--- src/rtl/exu_div_seq_pkg.sv ---
// exu_div_seq_pkg: shared ISA constants, instruction view and divider FSM state
package exu_div_seq_pkg;
    localparam int XLEN  = 32;
    localparam int CNT_W = $clog2(XLEN);

    localparam logic [6:0] OPCODE_ALU        = 7'b0110011;
    localparam logic [6:0] ALU_FUNCT7_MULDIV = 7'b0000001;

    localparam logic [2:0] DIV_FUNCT3_DIV  = 3'd4;
    localparam logic [2:0] DIV_FUNCT3_DIVU = 3'd5;
    localparam logic [2:0] DIV_FUNCT3_REM  = 3'd6;
    localparam logic [2:0] DIV_FUNCT3_REMU = 3'd7;

    typedef enum logic [1:0] {
        DIV_IDLE,
        DIV_CALC,
        DIV_DONE
    } exu_div_state_t;

    typedef struct packed {
        logic [24:0] rest;
        logic [6:0]  opcode;
    } inst_base_t;

    typedef struct packed {
        logic [6:0] funct7;
        logic [4:0] rs2;
        logic [4:0] rs1;
        logic [2:0] funct3;
        logic [4:0] rd;
        logic [6:0] opcode;
    } inst_r_t;

    typedef union packed {
        inst_base_t base;
        inst_r_t    r;
    } rv32i_inst_t;

    function automatic logic [XLEN-1:0] neg_if(input logic neg, input logic [XLEN-1:0] v);
        return neg ? -v : v;
    endfunction
endpackage

--- src/rtl/exu_gpr_if.sv ---
// exu_gpr_if_t: EXU handler port onto the GPR file (two comb reads, one write)
interface exu_gpr_if_t;
    import exu_div_seq_pkg::*;
    logic [4:0]      ra1;
    logic [4:0]      ra2;
    logic [XLEN-1:0] rd1;
    logic [XLEN-1:0] rd2;
    logic            wen;
    logic [4:0]      wa;
    logic [XLEN-1:0] wd;
    modport mst (output ra1, ra2, wen, wa, wd, input rd1, rd2);
    modport slv (input ra1, ra2, wen, wa, wd, output rd1, rd2);
endinterface

--- src/rtl/exu_div_core.sv ---
// exu_div_core: restoring-divide datapath, one quotient bit per step
module exu_div_core import exu_div_seq_pkg::*; (
    input  logic            clk,
    input  logic            rst_n,
    input  logic            load_i,
    input  logic            step_i,
    input  logic [XLEN-1:0] quo_i,
    input  logic [XLEN-1:0] rem_i,
    input  logic [XLEN-1:0] dvs_i,
    output logic [XLEN-1:0] quo_o,
    output logic [XLEN-1:0] rem_o,
    output logic            last_o
);
    logic [XLEN-1:0]  quo_q, quo_d, rem_q, rem_d, dvs_q, dvs_d;
    logic [CNT_W-1:0] cnt_q, cnt_d;
    logic [XLEN:0]    trial;

    // trial subtract of the shifted partial remainder; restore when it borrows
    always_comb begin
        trial = {rem_q, quo_q[XLEN-1]} - {1'b0, dvs_q};
        rem_d = load_i ? rem_i : step_i ? (trial[XLEN] ? {rem_q[XLEN-2:0], quo_q[XLEN-1]} : trial[XLEN-1:0]) : rem_q;
        quo_d = load_i ? quo_i : step_i ? {quo_q[XLEN-2:0], ~trial[XLEN]} : quo_q;
        dvs_d = load_i ? dvs_i : dvs_q;
        cnt_d = load_i ? CNT_W'(XLEN - 1) : step_i ? cnt_q - 1'b1 : cnt_q;
    end

    // datapath registers
    always_ff @(posedge clk or negedge rst_n) begin
        if (!rst_n) begin
            quo_q <= '0;
            rem_q <= '0;
            dvs_q <= '0;
            cnt_q <= '0;
        end else begin
            quo_q <= quo_d;
            rem_q <= rem_d;
            dvs_q <= dvs_d;
            cnt_q <= cnt_d;
        end
    end

    assign quo_o  = quo_q;
    assign rem_o  = rem_q;
    assign last_o = (cnt_q == '0);
endmodule

--- src/rtl/exu_div_seq.sv ---
// exu_div_seq: multi-cycle DIV/DIVU/REM/REMU handler with stall and single write-back
module exu_div_seq import exu_div_seq_pkg::*; (
    input  logic        clk,
    input  logic        rst_n,
    input  logic        sel,
    input  rv32i_inst_t inst,
    output logic        stall,
    exu_gpr_if_t.mst    gpr_mst
);
    exu_div_state_t  state_q, state_d;
    logic [4:0]      rd_q;
    logic [1:0]      op_q;
    logic            s1_q, s2_q, fast_q;
    logic            is_div, sgn, neg1, neg2, fast, load, step, last;
    logic [XLEN-1:0] a, b, quo, rem, q_fix, r_fix;

    // reset gates acceptance so stall stays low while rst_n is held
    assign is_div = rst_n && sel && inst.base.opcode == OPCODE_ALU
                    && inst.r.funct7 == ALU_FUNCT7_MULDIV && inst.r.funct3[2];
    assign load   = state_q == DIV_IDLE && is_div;
    assign sgn    = ~inst.r.funct3[0];
    assign a      = gpr_mst.rd1;
    assign b      = gpr_mst.rd2;
    assign neg1   = sgn & a[XLEN-1];
    assign neg2   = sgn & b[XLEN-1];
    assign fast   = b == '0 || (sgn && a == {1'b1, {(XLEN-1){1'b0}}} && b == '1);

    assign gpr_mst.ra1 = load ? inst.r.rs1 : 'x;
    assign gpr_mst.ra2 = load ? inst.r.rs2 : 'x;

    // fast-path results are loaded raw and bypass the sign fix
    exu_div_core u_core (
        .clk    (clk),
        .rst_n  (rst_n),
        .load_i (load),
        .step_i (step),
        .quo_i  (fast ? (b == '0 ? '1 : {1'b1, {(XLEN-1){1'b0}}}) : neg_if(neg1, a)),
        .rem_i  (fast && b == '0 ? a : '0),
        .dvs_i  (neg_if(neg2, b)),
        .quo_o  (quo),
        .rem_o  (rem),
        .last_o (last)
    );

    assign q_fix = neg_if(~fast_q & (s1_q ^ s2_q), quo);
    assign r_fix = neg_if(~fast_q & s1_q, rem);

    // FSM next state, stall and write-back port
    always_comb begin
        state_d     = state_q;
        stall       = 1'b0;
        step        = 1'b0;
        gpr_mst.wen = 1'b0;
        gpr_mst.wa  = 'x;
        gpr_mst.wd  = 'x;
        case (state_q)
            DIV_IDLE: begin
                stall   = load;
                state_d = load ? (fast ? DIV_DONE : DIV_CALC) : DIV_IDLE;
            end
            DIV_CALC: begin
                stall   = 1'b1;
                step    = 1'b1;
                state_d = last ? DIV_DONE : DIV_CALC;
            end
            DIV_DONE: begin
                gpr_mst.wen = rd_q != '0;
                gpr_mst.wa  = rd_q;
                gpr_mst.wd  = op_q[1] ? r_fix : q_fix;
                state_d     = DIV_IDLE;
            end
            default: state_d = DIV_IDLE;
        endcase
    end

    // state register
    always_ff @(posedge clk or negedge rst_n) begin
        if (!rst_n) state_q <= DIV_IDLE;
        else        state_q <= state_d;
    end

    // per-op latches captured in the accept cycle
    always_ff @(posedge clk or negedge rst_n) begin
        if (!rst_n) begin
            rd_q   <= '0;
            op_q   <= '0;
            s1_q   <= 1'b0;
            s2_q   <= 1'b0;
            fast_q <= 1'b0;
        end else if (load) begin
            rd_q   <= inst.r.rd;
            op_q   <= inst.r.funct3[1:0];
            s1_q   <= neg1;
            s2_q   <= neg2;
            fast_q <= fast;
        end
    end
endmodule

--- src/flat_wrapper.sv ---
// flat-port wrapper written by rule: the top's interface ports become plain ports
module exu_div_seq_flat import exu_div_seq_pkg::*;
  (clk, rst_n, sel, inst, stall, gpr_mst_ra1, gpr_mst_ra2, gpr_mst_wen, gpr_mst_wa, gpr_mst_wd, gpr_mst_rd1, gpr_mst_rd2);
  exu_gpr_if_t gpr_mst_i ();
  input  logic clk;
  input  logic rst_n;
  input  logic sel;
  input  rv32i_inst_t inst;
  output logic stall;
  output wire logic [$bits(gpr_mst_i.ra1)-1:0] gpr_mst_ra1;
  output wire logic [$bits(gpr_mst_i.ra2)-1:0] gpr_mst_ra2;
  output wire logic [$bits(gpr_mst_i.wen)-1:0] gpr_mst_wen;
  output wire logic [$bits(gpr_mst_i.wa)-1:0] gpr_mst_wa;
  output wire logic [$bits(gpr_mst_i.wd)-1:0] gpr_mst_wd;
  input wire logic [$bits(gpr_mst_i.rd1)-1:0] gpr_mst_rd1;
  input wire logic [$bits(gpr_mst_i.rd2)-1:0] gpr_mst_rd2;
  assign gpr_mst_ra1 = gpr_mst_i.ra1;
  assign gpr_mst_ra2 = gpr_mst_i.ra2;
  assign gpr_mst_wen = gpr_mst_i.wen;
  assign gpr_mst_wa = gpr_mst_i.wa;
  assign gpr_mst_wd = gpr_mst_i.wd;
  assign gpr_mst_i.rd1 = gpr_mst_rd1;
  assign gpr_mst_i.rd2 = gpr_mst_rd2;
  exu_div_seq u_core (.clk(clk), .rst_n(rst_n), .sel(sel), .inst(inst), .stall(stall), .gpr_mst(gpr_mst_i));
endmodule
--- config.mk ---
export PLATFORM = sky130hd
export DESIGN_NAME = exu_div_seq_flat
export DESIGN_NICKNAME = d
export VERILOG_FILES = /design/src/rtl/exu_div_seq_pkg.sv /design/src/rtl/exu_gpr_if.sv /design/src/rtl/exu_div_core.sv /design/src/rtl/exu_div_seq.sv /design/src/flat_wrapper.sv
export SDC_FILE = /design/constraint.sdc
export NUM_CORES = 1
export LEC_CHECK = 0
export ABC_AREA = 0
export CORE_MARGIN = 5
export CORE_UTILIZATION = 25
export DETAILED_ROUTE_END_ITERATION = 12
export GPL_ROUTABILITY_DRIVEN = 0
export MAX_ROUTING_LAYER = met4
export SLEW_MARGIN = 10
export SYNTH_ARGS = -nofsm -noshare
export SYNTH_HDL_FRONTEND = slang
export SYNTH_SLANG_ARGS = --single-unit
--- constraint.sdc ---
create_clock -name clk -period 3 [get_ports clk]
set_input_delay 0.6 -clock clk [delete_from_list [all_inputs] [get_ports clk]]
set_output_delay 0.6 -clock clk [all_outputs]
set_load 0.02 [all_outputs]
==> impl_metrics.ini, run 1 <==
[timing]
final.min_clock_period_ns = 3.58
fin_ws_ns = -0.583
drv_slew = 0
period_share_pct = 119
maxSlewHeadroom_pct = 21.9
tightestPinTransition_ns = 1.17
clock_skew_ns = 0.0142
setup_viol = 47
grt_setup_unrepaired = true
fmax_mhz = 279
hold_viol_final = 0
tns_ns = -7.88

[pwr]
p_seq_share_pct = 43.6
p_sw_mw = 1.05
swShare_pct = 29.9
ir_drop_mv = 0.252
combPwrFrac_pct = 19.3
p_leak_nw = 6.35
clock_power_share_pct = 37.1
internal_power_mw = 2.46
power_density_nw_per_um2 = 225
p_total_mw = 3.51

[global_route]
antenna_found_initial = 0
grt_util_all_layers_pct = 17.9
grt_remaining_overflow = 0
grt_max_degree = 63
first_global_vias = 11730
grt_pass1_wl_um = 62800

[finish]
syn2layout_area_growth_pct = 52.4
mostFrequentLayoutCells = buf_4 (300), nand2_1 (154), a21oi_1 (114)
antenna_cells = 0
finalInstanceArea_um2 = 15600
fillers = 4093
final_common_cell = buf_4
fin_nets = 1861
drive_above_1_share_pct = 29.5

[route]
post-route-drc-count = 0
wire_per_inst_um = 17.9
drtIter0Drc = 845
vias = 11713
first_pass_iters = 6
ant_nets = 0
drt-total-wl_um = 40500
via_per_inst = 5.18

[synthesis]
syn-cell-area_um2 = 10200
syn_nets = 1489
synthArstFlopShare_pct = 100
syn_avg_cell_area_um2 = 7.57
yosys_warnings = 0
synth-edff-count = 0
seq_area_frac_synth_pct = 27.4
ys.flop_type = dfrtp_1
synth-seq-cells = 112
ys_types = 69
syn_inst = 1351

[critical_path]
critPathMaxStageDelay_ns = 0.42
worstPathCellList = buf_6 -> nor4_4 -> nand3_2 -> or3_4 -> nor3_4 -> nand3b_1 -> o41ai_2 -> xor2_1 -> mux2i_2 -> buf_4
cp.arrival_ns = 2.98
cp_max_fo = 3
critPathCaptureType = output pin
cp-start-kind = register
path_class = register to output pin
cp.required_ns = 2.40
crit_path_top_delay_cell = dfrtp_1

[outcome]
status = finished with violations
violations = setup timing

[placement]
dp_hpwl_um = 31200
io_buffer_count = 127
placed_area_um2 = 14200

[clocking]
cts_max_level = 3
clock-root-buffer = clkbuf_16
clkLatencyLatePin_ns = 0.38
ctsHoldBuffers = 0
cts.path.max_buffers = 2
clock-sinks = 112
clk_pin_slew_ns = 0.10
numCtsBuffers = 9
cts_tree = yes

[floorplan]
rows = 74
coreArea_um2 = 40600
initial_core_util_pct = 25.2
die_height_um = 212
ios = 148
die-area_um2 = 45000
dieWidth_um = 212

[flow_run]
maxCapViolations = 0

[min_path]
min_path_type = input pin to async pin
[what timing repair did]
item,in CTS,in global routing
setup endpoints to repair,85,87
setup buffers,13,17
pin swaps,36,45
resized for setup,214,154
cloned,3,0
[layout make-up]
type                       instances  area (um2)  area share, %
clock buffer                       9         225           1.45
tap                              532         666           4.27
inverter                          59         224           1.44
timing repair buffer             447        3880           24.9
clock inverter                     7        82.6          0.530
sequential                       112        2800           18.0
multi-input combinational       1094        7700           49.4
[path summary, 6_finish.rpt]
check | startpoint | endpoint | slack (ns) | depth (start not counted)
max in group asynchronous | rst_n | u_core.op_q[1] | 1.30 | 3
worst min register to register | u_core.u_core.dvs_q[4] | u_core.u_core.dvs_q[4] | 0.49 | 2
worst min-delay path | rst_n | u_core.s2_q | 0.47 | 2
worst max-delay path | u_core.u_core.rem_o[1] | gpr_mst_wd[29] | -0.58 | 10
min in group clk | u_core.u_core.dvs_q[4] | u_core.u_core.dvs_q[4] | 0.49 | 2
worst max register to register | u_core.u_core.rem_o[8] | u_core.u_core.rem_o[7] | -0.21 | 15
[critical path, delay by kind of cell, from the launching register on]
family	cells	cell delay (ns)
compound gates	1	0.28
mux	1	0.21
xor+xnor	1	0.12
flops	1	0.42
simple gates	5	1.26
buf+inv	2	0.33
[registers in the layout, summed over array words and instances (netlist names)]
name	cells
u_core.u_core.dvs_q	32
u_core.u_core.quo_o	32
u_core.u_core.rem_o	32
u_core.rd_q	5
u_core.u_core.cnt_q	5
u_core.state_q	2
u_core.fast_q	1
u_core.op_q	1
u_core.s1_q	1
u_core.s2_q	1
[synthesized netlist by cell type (all sizes together), types with 4 or more instances]
cell type / n / area [um2]
a211oi: 14 / 110
a21o: 15 / 113
a21oi: 131 / 656
a22o: 8 / 70.1
a22oi: 16 / 120
a31oi: 14 / 87.6
and2: 9 / 56.3
and3: 17 / 106
buf: 27 / 160
clkbuf: 60 / 225
dfrtp: 112 / 2800
ha: 38 / 475
inv: 59 / 221
mux2i: 35 / 350
nand2: 161 / 604
nand2b: 13 / 81.3
nand3: 36 / 180
nand4: 21 / 131
nor2: 114 / 428
nor2b: 8 / 50.1
nor3: 34 / 181
nor3b: 4 / 30.0
nor4: 24 / 163
o211ai: 4 / 30.0
o21a: 5 / 37.5
o21ai: 123 / 616
o31ai: 17 / 128
o41ai: 14 / 130
or2: 4 / 25.0
or3: 14 / 97.6
or4: 12 / 97.6
xnor2: 82 / 718
xor2: 63 / 552
[metal layers]
layer  share of wire, %  up-vias  track usage, %
met5                  0        -               -
met4                3.4        0            5.80
met3                5.3       94            2.30
met2                 49      424            30.6
met1                 42     5614            22.2
li1                   -     5581               -
[cells by family after synthesis]
logic type               Yosys count  synth area share (%)
AND/OR/NAND/NOR                  486                  23.2
AO/OA/AOI/OAI                    388                  22.8
buffers and inverters            146                  5.93
XOR/XNOR                         145                  12.4
flip-flops                       112                  27.4
adder cells (fa/ha/maj)           39                  4.85
multiplexers                      35                  3.43
[power by group through the flow]
stage                     Sequential [mW]  Combinational (mW)  Clock (mW)
after floorplan                      1.56               0.250           0
after global placement               1.56               0.626           0
after detailed placement             1.56               0.634           0
after CTS                            1.53               0.645        1.33
after global routing                 1.53               0.731        1.37
final                                1.53               0.677        1.30
[through the flow]
step	setup slack [ns]	utilization, %	hold WS (ns)	instances
3_3_place_gp	-0.720	34.8	0.470	2216
5_1_grt	-0.689	38.3	0.519	2260
3_5_place_dp	-0.684	34.8	0.474	2216
4_1_cts	-0.491	36.6	0.494	2246
6_report	-0.583	38.3	0.472	2260
2_1_floorplan	0.00570	-	0.304	1351
No activity file was read; power rests on OpenSTA's default activity.
==> run 2: changes to the inputs <==
CORE_MARGIN = default   (was 5)
==> run 2 against run 1 <==
The run still ends with setup timing left; first-iteration DRC count rose by 4.0%; register-to-register slack better by 0.24 ns; design area is 1.4% lower; clock skew is 0.0016 ns higher; sequential cell count unchanged; routed wire length shrank 2.9%; utilization rose by 0.066 points; critical path type unchanged; largest cell class unchanged.
==> impl_metrics.ini, run 2 (synthesis results as in run 1) <==
[timing]
period_share_pct = 118
tightestPinTransition_ns = 1.08
final.min_clock_period_ns = 3.54
fmax_mhz = 282
hold_viol_final = 0
fin_ws_ns = -0.543
hold_slack_ns = 0.291
setup_viol = 16
drv_slew = 0
maxSlewHeadroom_pct = 28.3
clock_skew_ns = 0.0157
grt_setup_unrepaired = true

[route]
ant_nets = 0
drt-total-wl_um = 39400
drtIter0Drc = 879
first_pass_iters = 5
via_per_inst = 5.15
post-route-drc-count = 0
vias = 11557
wire_per_inst_um = 17.5

[clocking]
cts.path.max_buffers = 2
numCtsBuffers = 9
ctsHoldBuffers = 0
clkLatencyLatePin_ns = 0.38
clock-root-buffer = clkbuf_16
cts_max_level = 3
cts_tree = yes
clk_pin_slew_ns = 0.08
clock-sinks = 112

[floorplan]
die-area_um2 = 41700
initial_core_util_pct = 25.6
ios = 148
die_height_um = 204
rows = 73
coreArea_um2 = 40000
dieWidth_um = 204

[finish]
fillers = 4134
layout.cells.non_filler = 2243
multi_input_comb_area_um2 = 7600
drive_above_1_share_pct = 28.5
fin_nets = 1851
seqCellArea_um2 = 2810
mostFrequentLayoutCells = buf_4 (301), nand2_1 (155), a21oi_1 (116)
final_common_cell = buf_4
syn2layout_area_growth_pct = 50.2
antenna_cells = 0

[critical_path]
critPathCaptureType = output pin
rr_endpoint = u_core.u_core.rem_o[29]
cp.required_ns = 2.40
cp.arrival_ns = 2.94
cp-start-kind = register
r2r_slack_ns = 0.03
reg2reg_depth = 11
rr_startpoint = u_core.u_core.dvs_q[26]
path_class = register to output pin
cp_max_fo = 4

[outcome]
status = finished with violations
violations = setup timing

[pwr]
power_density_nw_per_um2 = 233
ir_drop_mv = 0.252
p_leak_nw = 6.25

[flow_run]
maxCapViolations = 0

[placement]
dp_cells = 2203
io_buffer_count = 127
dp_hpwl_um = 30300

[global_route]
antenna_found_initial = 0
grt_util_all_layers_pct = 19.4
first_global_vias = 11329
grt_pass1_wl_um = 61500
grt_max_degree = 80
grt_remaining_overflow = 0

[min_path]
min_path_type = input pin to async pin
## run 2: cell count changes in the layout (fill, tap and decap cells not counted), moves of 4 or more
cell     change
o21ai_0     +20
buf_6       -15
o21ai_1     -12
o21ai_2      -8
nor4_4       -4
## run 2: power by group
part	switching, mW	internal, mW	leakage [nW]
Clock	0.641	0.745	0.162
Sequential	0.0105	1.52	1.28
Combinational	0.327	0.336	4.81
## run 2: final cells by class
cell class,count,share of cell area [%]
clock inverter,7,0.668
multi-input combinational,1094,49.5
clock buffer,9,1.47
timing repair buffer,437,24.4
sequential,112,18.3
inverter,59,1.44
tap,525,4.28
## run 2: metal layers
metal / track usage [%] / up-vias / wire (um)
met4: 7.89 / 0 / 1450
met2: 33.0 / 378 / 19200
met1: 23.7 / 5576 / 16900
met3: 1.55 / 79 / 1740
li1: - / 5524 / -
met5: - / - / 0
## run 2: through the flow
| step | util, % | setup slack [ns] | total power [mW] | cell area, um2 | TNS, ns |
|---|---|---|---|---|---|
| 6_report | 38.4 | -0.543 | 3.58 | 15400 | -4.73 |
| 5_1_grt | 38.4 | -0.750 | 3.72 | 15400 | -8.38 |
| 4_1_cts | 37.2 | -0.559 | 3.60 | 14900 | -4.55 |
| 3_5_place_dp | 35.3 | -0.669 | 2.19 | 14100 | -36.65 |
| 3_3_place_gp | 35.3 | -0.684 | 2.19 | 14100 | -34.92 |
| 2_1_floorplan | - | 0.00570 | 1.81 | 10300 | 0 |
## run 2: worst max-delay path by stage
stage	cells past startpoint	slack [ns]	end	from
2_1_floorplan	12	0.006	u_core.u_core.rem_o[10]	u_core.u_core.rem_o[24]
5_1_grt	12	-0.75	gpr_mst_wd[30]	u_core.u_core.quo_o[7]
3_3_place_gp	10	-0.68	gpr_mst_wd[29]	u_core.u_core.rem_o[10]
3_5_place_dp	12	-0.67	gpr_mst_wd[30]	u_core.u_core.quo_o[8]
6_report	10	-0.54	gpr_mst_wd[29]	u_core.u_core.rem_o[0]
4_1_cts	10	-0.56	gpr_mst_wd[29]	u_core.u_core.quo_o[4]
## run 2: repair_timing
| action | CTS | global route |
|---|---|---|
| cloned | 3 | 0 |
| resized for setup | 201 | 105 |
| endpoints found under the setup margin | 76 | 87 |
| pin swaps | 33 | 40 |
| setup buffers | 13 | 9 |
## run 2: critical path: stages (launching register included)
cell and delay (ns):
dfrtp_2 0.45, nor4_4 0.35, nand3_4 0.11, or3_4 0.36
buf_6 0.14, nor3_4 0.14, nand3b_1 0.23, o41ai_2 0.29
xor2_1 0.22, mux2i_2 0.10, buf_4 0.17
